--- config.mk ---
export PLATFORM = sky130hd
export DESIGN_NAME = noc_packet_injector
export DESIGN_NICKNAME = d
export VERILOG_FILES = /design/src/rtl/noc_pkg.sv /design/src/rtl/noc_tx_fifo.sv /design/src/rtl/noc_packet_injector.sv
export SDC_FILE = /design/constraint.sdc
export NUM_CORES = 1
export LEC_CHECK = 0
export ABC_AREA = 1
export BUFFER_PORTS_ARGS = -buffer_cell sky130_fd_sc_hd__buf_2
export CAP_MARGIN = 20
export CORE_MARGIN = 3
export CORE_UTILIZATION = 60
export DETAILED_ROUTE_END_ITERATION = 10
export GPL_ROUTABILITY_DRIVEN = 0
export GPL_TIMING_DRIVEN = 0
export PLACE_DENSITY = 0.87
export SLEW_MARGIN = 30
export SYNTH_ARGS = -nofsm -noshare
export SYNTH_HDL_FRONTEND = slang
export SYNTH_SLANG_ARGS = --single-unit
--- constraint.sdc ---
create_clock -name clk -period 4.2 [get_ports clk]
set_clock_uncertainty 0.1 [all_clocks]
set_input_delay 0.42 -clock clk [delete_from_list [all_inputs] [get_ports clk]]
set_output_delay 0.42 -clock clk [all_outputs]
set_load 0.01 [all_outputs]
--- src/rtl/noc_pkg.sv ---
// Shared NoC packet layout, field offsets and injector state encoding.
package noc_pkg;

  localparam int unsigned WIDTH_PACKAGE = 33;
  localparam int unsigned WIDTH_ADDR    = 4;
  localparam int unsigned MAX_NODE      = 12;

  localparam int unsigned DEST_MSB = 32;
  localparam int unsigned DEST_LSB = 29;
  localparam int unsigned SRC_MSB  = 28;
  localparam int unsigned SRC_LSB  = 25;
  localparam int unsigned TYPE_MSB = 24;
  localparam int unsigned TYPE_LSB = 23;
  localparam int unsigned DATA_MSB = 22;

  typedef enum logic [1:0] {
    PktRead  = 2'b00,
    PktWrite = 2'b01,
    PktResp  = 2'b10,
    PktCtrl  = 2'b11
  } pkt_type_e;

  typedef enum logic {
    StIdle = 1'b0,
    StWait = 1'b1
  } inj_state_e;

  function automatic logic [WIDTH_PACKAGE-1:0] pack_pkt(
    input logic [WIDTH_ADDR-1:0]        dest,
    input logic [WIDTH_ADDR-1:0]        src,
    input logic [TYPE_MSB-TYPE_LSB:0]   ptype,
    input logic [DATA_MSB:0]            data
  );
    logic [WIDTH_PACKAGE-1:0] pkt;
    pkt                    = '0;
    pkt[DEST_MSB:DEST_LSB] = dest;
    pkt[SRC_MSB:SRC_LSB]   = src;
    pkt[TYPE_MSB:TYPE_LSB] = ptype;
    pkt[DATA_MSB:0]        = data;
    return pkt;
  endfunction

endpackage

--- src/rtl/noc_tx_fifo.sv ---
// Synchronous FIFO with occupancy count; head entry is always visible on rdata_o.
module noc_tx_fifo #(
  parameter int unsigned Width = 33,
  parameter int unsigned Depth = 4
) (
  input  logic                       clk_i,
  input  logic                       rst_ni,
  input  logic                       push_i,
  input  logic                       pop_i,
  input  logic [Width-1:0]           wdata_i,
  output logic [Width-1:0]           rdata_o,
  output logic [$clog2(Depth):0]     count_o
);

  localparam int unsigned PtrW = $clog2(Depth);
  localparam int unsigned CntW = PtrW + 1;

  logic [Width-1:0] mem_q [Depth];
  logic [PtrW-1:0]  wptr_q, wptr_d;
  logic [PtrW-1:0]  rptr_q, rptr_d;
  logic [CntW-1:0]  count_q, count_d;

  always_comb begin
    wptr_d  = wptr_q;
    rptr_d  = rptr_q;
    count_d = count_q;
    if (push_i) wptr_d = wptr_q + PtrW'(1);
    if (pop_i)  rptr_d = rptr_q + PtrW'(1);
    if (push_i && !pop_i) begin
      count_d = count_q + CntW'(1);
    end else if (pop_i && !push_i) begin
      count_d = count_q - CntW'(1);
    end
  end

  always_ff @(posedge clk_i or negedge rst_ni) begin
    if (!rst_ni) begin
      wptr_q  <= '0;
      rptr_q  <= '0;
      count_q <= '0;
    end else begin
      wptr_q  <= wptr_d;
      rptr_q  <= rptr_d;
      count_q <= count_d;
    end
  end

  // Storage needs no reset: an entry is only read after it has been written.
  always_ff @(posedge clk_i) begin
    if (push_i) mem_q[wptr_q] <= wdata_i;
  end

  assign rdata_o = mem_q[rptr_q];
  assign count_o = count_q;

endmodule

--- src/rtl/noc_packet_injector.sv ---
// PE-side NoC transmitter: assembles packets, queues them and sends them to the
// router with a two-phase (toggle) bundled-data req/ack handshake.
module noc_packet_injector #(
  parameter int unsigned          WIDTH_PACKAGE = noc_pkg::WIDTH_PACKAGE,
  parameter int unsigned          WIDTH_ADDR    = noc_pkg::WIDTH_ADDR,
  parameter logic [WIDTH_ADDR-1:0] NODE_ADDR    = 4'd5,
  parameter int unsigned          MAX_NODE      = noc_pkg::MAX_NODE,
  parameter int unsigned          DEPTH         = 4
) (
  input  logic                         clk,
  input  logic                         rst_n,
  input  logic                         in_valid,
  output logic                         in_ready,
  input  logic [WIDTH_ADDR-1:0]        in_dest,
  input  logic [1:0]                   in_type,
  input  logic [noc_pkg::DATA_MSB:0]   in_data,
  output logic                         out_req,
  input  logic                         out_ack,
  output logic [WIDTH_PACKAGE-1:0]     out_data,
  output logic                         err_bad_dest,
  output logic                         err_proto,
  output logic [7:0]                   bad_dest_cnt,
  output logic [$clog2(DEPTH):0]       fifo_count
);

  import noc_pkg::*;

  localparam int unsigned CntW = $clog2(DEPTH) + 1;

  inj_state_e               state_q, state_d;
  logic                     ack_meta_q, ack_s_q, ack_prev_q;
  logic                     out_req_q, out_req_d;
  logic [WIDTH_PACKAGE-1:0] out_data_q, out_data_d;
  logic                     err_bad_dest_q;
  logic                     err_proto_q, err_proto_d;
  logic [7:0]               bad_cnt_q, bad_cnt_d;
  logic [WIDTH_PACKAGE-1:0] head;
  logic [CntW-1:0]          count;
  logic                     accept, dest_bad, push, pop;

  assign in_ready = rst_n && (count < CntW'(DEPTH));
  assign accept   = in_valid && in_ready;
  assign dest_bad = in_dest > WIDTH_ADDR'(MAX_NODE);
  assign push     = accept && !dest_bad;

  noc_tx_fifo #(
    .Width (WIDTH_PACKAGE),
    .Depth (DEPTH)
  ) u_fifo (
    .clk_i   (clk),
    .rst_ni  (rst_n),
    .push_i  (push),
    .pop_i   (pop),
    .wdata_i (pack_pkt(in_dest, NODE_ADDR, in_type, in_data)),
    .rdata_o (head),
    .count_o (count)
  );

  assign bad_cnt_d = (accept && dest_bad && bad_cnt_q != 8'hFF) ? bad_cnt_q + 8'd1 : bad_cnt_q;

  always_comb begin
    state_d     = state_q;
    out_req_d   = out_req_q;
    out_data_d  = out_data_q;
    err_proto_d = 1'b0;
    pop         = 1'b0;
    unique case (state_q)
      StIdle: begin
        // Any ack edge seen while nothing is outstanding is a router fault.
        err_proto_d = (ack_s_q != ack_prev_q);
        if (count != '0) begin
          out_data_d = head;
          out_req_d  = ~out_req_q;
          state_d    = StWait;
        end
      end
      StWait: begin
        if (ack_s_q == out_req_q) begin
          pop     = 1'b1;
          state_d = StIdle;
        end
      end
      default: state_d = StIdle;
    endcase
  end

  always_ff @(posedge clk or negedge rst_n) begin
    if (!rst_n) begin
      state_q        <= StIdle;
      ack_meta_q     <= 1'b0;
      ack_s_q        <= 1'b0;
      ack_prev_q     <= 1'b0;
      out_req_q      <= 1'b0;
      out_data_q     <= '0;
      err_bad_dest_q <= 1'b0;
      err_proto_q    <= 1'b0;
      bad_cnt_q      <= 8'd0;
    end else begin
      state_q        <= state_d;
      ack_meta_q     <= out_ack;
      ack_s_q        <= ack_meta_q;
      ack_prev_q     <= ack_s_q;
      out_req_q      <= out_req_d;
      out_data_q     <= out_data_d;
      err_bad_dest_q <= accept && dest_bad;
      err_proto_q    <= err_proto_d;
      bad_cnt_q      <= bad_cnt_d;
    end
  end

  assign out_req      = out_req_q;
  assign out_data     = out_data_q;
  assign err_bad_dest = err_bad_dest_q;
  assign err_proto    = err_proto_q;
  assign bad_dest_cnt = bad_cnt_q;
  assign fifo_count   = count;

endmodule

==> results.txt <==
----------------------------------------------------
[Cells and area]
  Synthesis-to-layout area growth ... 22.89%
  Ratio of cells with drive above 1 in the final layout ... 0.1923
  Antenna diodes ... 0
  Commonest cells after routing, fill and taps aside ... sky130_fd_sc_hd__nand2_1 (166), sky130_fd_sc_hd__nor2_1 (128), sky130_fd_sc_hd__edfxtp_1 (116)
  Total non-filler cell area in the finished layout ... 8275 µm²
  Most frequent standard cell in the layout excluding fill and tap cells ... sky130_fd_sc_hd__nand2_1
  Final-stage net count ... just under 800
  Layout Utilization ... 0.7601

[Placement]
  I/O Buffers ... 78
  Worst-case setup slack after placement ... between 1 and 1.5 ns
  Placed Area ... roughly 7400 µm²
  Total half-perimeter wirelength after legalization and detailed placement ... approximately 9.3 mm

[Drt]
  Number of vias after detailed routing ... 4943
  Via count normalized by instance count ... around 5.6
  Per-cell routed wire length ... approximately 18 µm
  Number of detailed-route iterations in the first pass ... 5
  Aggregate routed wire length ... 15.97 mm
  Remaining antenna violation count ... 0
  Drt initial violations ... ~560
  Residual DRC ... 0

[Power and ir drop]
  Internal power summed over all cells ... ~3700 µW
  Part of the total power dissipated in the clock network ... 0.273
  Portion of total power attributed to sequential cells ... 0.386
  Tot Pwr ... ~5800 µW
  Combinational Power Share ... 0.341
  Maximum vdd ir drop ... 0.0003751 V
  Ratio of total power to cell area ... approximately 700 nW/µm²
  Leakage ... ~0.0035 µW
  Switching component of the power ... approximately 2100 µW
  Switching share of total power ... 0.3583

[STA]
  Number of endpoints failing setup at the final stage ... 0
  Fin crit period ... just over 3 ns
  RSZ-0062 raised after global routing ... no
  Total negative slack for setup checks ... 0 ns
  Final-report hold violation count ... 0
  Pin slew with the least headroom to its limit ... a little over 0.7 ns
  Share of the clock period used by the worst path ... 0.7333
  Maximum clock frequency ... around 320 MHz
  Final slew viol count ... 0
  Headroom to the max-slew limit ... 0.5197
  Post-layout worst setup margin ... about 1.1 ns

[Floorplan]
  Die extent in y ... ~110 µm
  Die footprint ... ~13000 µm²
  Effective utilization at floorplan ... 0.6185
  Die Width ... between 100 and 150 µm
  # IOs ... slightly above 80
  Row count ... 38
  Core box area ... around 11000 µm²

[Critical path]
  Cell-by-cell listing of the critical path ... dlygate4sd3_1, buf_4, nand3_1, inv_2, nand2_1, inv_2, ha_1, inv_1, fa_1, nor2_1, nor2_1, nand2_1, xor2_1
  Critical path arrival ... 3.42 ns
  Critical Path RT ... between 4 and 5 ns
  Slowest CP cell ... sky130_fd_sc_hd__buf_4
  Critical path peak fanout ... 54
  Critical Path Start Type ... input port
  Path type of the worst setup path ... input port to flop
  Kind of end point of the critical path ... flop
  Largest stage delay on the critical path ... 0.58 ns

[Clocking]
  Clock network latency to the later pin of the worst-skew pair ... ~0.53 ns
  TritonCTS Sinks ... ~170
  Maximum count of clock buffers along a single path ... 2
  Setup repair bufs after CTS ... 0
  Number of CTS-inserted buffers ... 17
  TritonCTS clock tree ... yes
  CTS H-tree depth ... 4
  CTS-repair resized insts ... 0
  Library cell used as clock root buffer ... sky130_fd_sc_hd__clkbuf_8
  Clock transition at the registers of the reported paths ... about 0.070 ns

[Synth]
  Register bit count reported by yosys ... ~170
  Synthesized area ... about 6700 µm²
  Register area share after synthesis ... 0.7105
  Distinct cell type count of the synthesized netlist ... 23
  Dominant combinational cell family by area after synthesis ... simple AND/OR/NAND/NOR gates
  Library cell occupying the most area in the post-synthesis netlist ... sky130_fd_sc_hd__edfxtp_1
  Adder-cell share of the synthesized area ... 0.01412
  Synth Area in XOR/XNOR ... 0.01301
  Simple-Gate Fraction of Synth Area ... 0.1735
  Synthesized instance count ... between 600 and 700
  Compound-gate portion of the synthesized area ... 0.04905
  Post-Synthesis Mean Instance Area ... roughly 11 µm²
  Synth area leaders ... sky130_fd_sc_hd__edfxtp_1 (52%), sky130_fd_sc_hd__dfrtp_1 (19%), sky130_fd_sc_hd__nand2_1 (9.3%), sky130_fd_sc_hd__nor2_1 (7.4%), sky130_fd_sc_hd__o21ai_1 (3.9%)
  Share of Yosys cell area claimed by the top area cell type ... 0.5173
  Fraction of synthesized area in multiplexers ... 0
  Yosys synthesis warning count ... 0

[Global routing]
  Wire length of the first global-routing pass ... approximately 26 mm
  GRT Residual Overflow ... 0
  Number of antenna violations at the first check in global routing ... 0
  Maximum number of pins on one net before global-route repair ... between 50 and 60
  Busiest metal layer after global routing ... met2
  Global-route track usage on met1 ... 0.3383
  Met2 routing resource usage after global routing ... 0.4612
  GRT Util Overall ... 0.2692
  Via count of the first global-routing pass ... 4929
  Met3 track demand over resource in global routing ... 0.04891

[Job]
  Number of max-cap violations ... 0

[Outcome]
  Run status ... finished, final reports clean

[Min path]
  Class of the worst hold path ... input port to flop

----------------------------------------------------
area by class of cell:
cell class | count | area, µm²
clock buffer | 18 | 417.9
clock inverter | 14 | 181.4
fill | 647 | 2613
buffer | 28 | 170.2
sequential | 168 | 4785
multi-input combinational | 391 | 1719
tap | 140 | 175.2
timing repair buffer | 105 | 733.2
inverter | 25 | 93.84
power groups by stage:
stage	combinational (µW)	sequential, µW	clock (µW)
after floorplan	1140	2320	0
final	1970	2230	1580
after global routing	2190	2270	1670
after global placement	1740	2240	0
after CTS	1950	2230	1580
after detailed placement	1880	2250	0
routing by layer:
layer	vias to the layer above	wire, µm
li1	2246	-
met1	2358	5959
met2	292	8316
met3	47	1222
met4	0	471
met5	-	0
sequential cells by signal, summed over array words and instances (netlist names), 2 cells and up:
name,count
u_fifo.rptr_q,2
bad_dest_cnt,8
u_fifo.wptr_q,2
u_fifo.mem_q,116
out_data,30
u_fifo.count_o,3
stage by stage:
stage	std cells	hold slack (ns)
after detailed placement	834	0.2389
after CTS	889	0.001347
after global placement	830	0.2334
after global routing	889	0.003808
final	889	0.01377
after floorplan	612	0.02441
worst paths after layout:
kind,start,to,slack (ns),depth (start not counted)
min in group asynchronous,rst_n,out_data[8],0.39,2
worst max register to register,u_fifo.count_o[2],u_fifo.count_o[2],1.79,12
max in group asynchronous,rst_n,out_data[17],3.13,2
worst min register to register,ack_meta_q,ack_s_q,0.27,0
worst min-delay path,in_data[15],u_fifo.mem_q[2][15],0.01,1
worst max-delay path,rst_n,u_fifo.count_o[2],1.12,13
synth_stat cells (all sizes together):
cell / count
xor2: 4
o21ai: 64
buf: 19
nand2: 168
conb: 1
edfxtp: 116
ha: 6
clkbuf: 9
or2: 1
inv: 25
nor2: 133
nand3: 4
xnor2: 6
dfrtp: 52
a21oi: 2
fa: 1
critical path: cells and delay by family:
kind                       cells  cell delay, ns
adders and majority gates      2            0.57
buffers and inverters          5            1.47
and+or+nand+nor                5            0.78
xor gates and xnor gates       1            0.16
logic make-up after synthesis:
group / Yosys count
other: 1
buffers and inverters: 53
AND/OR/NAND/NOR: 306
XOR/XNOR: 10
flip-flops: 168
adder cells (fa/ha/maj): 7
AO/OA/AOI/OAI: 66
repair_timing:
| item | CTS | global route |
|---|---|---|
| endpoints found under the setup margin | 0 | 0 |
| hold buffers | 23 | 0 |
| endpoints found under the hold margin | 137 | 0 |
(Power assumes the default switching activity.)
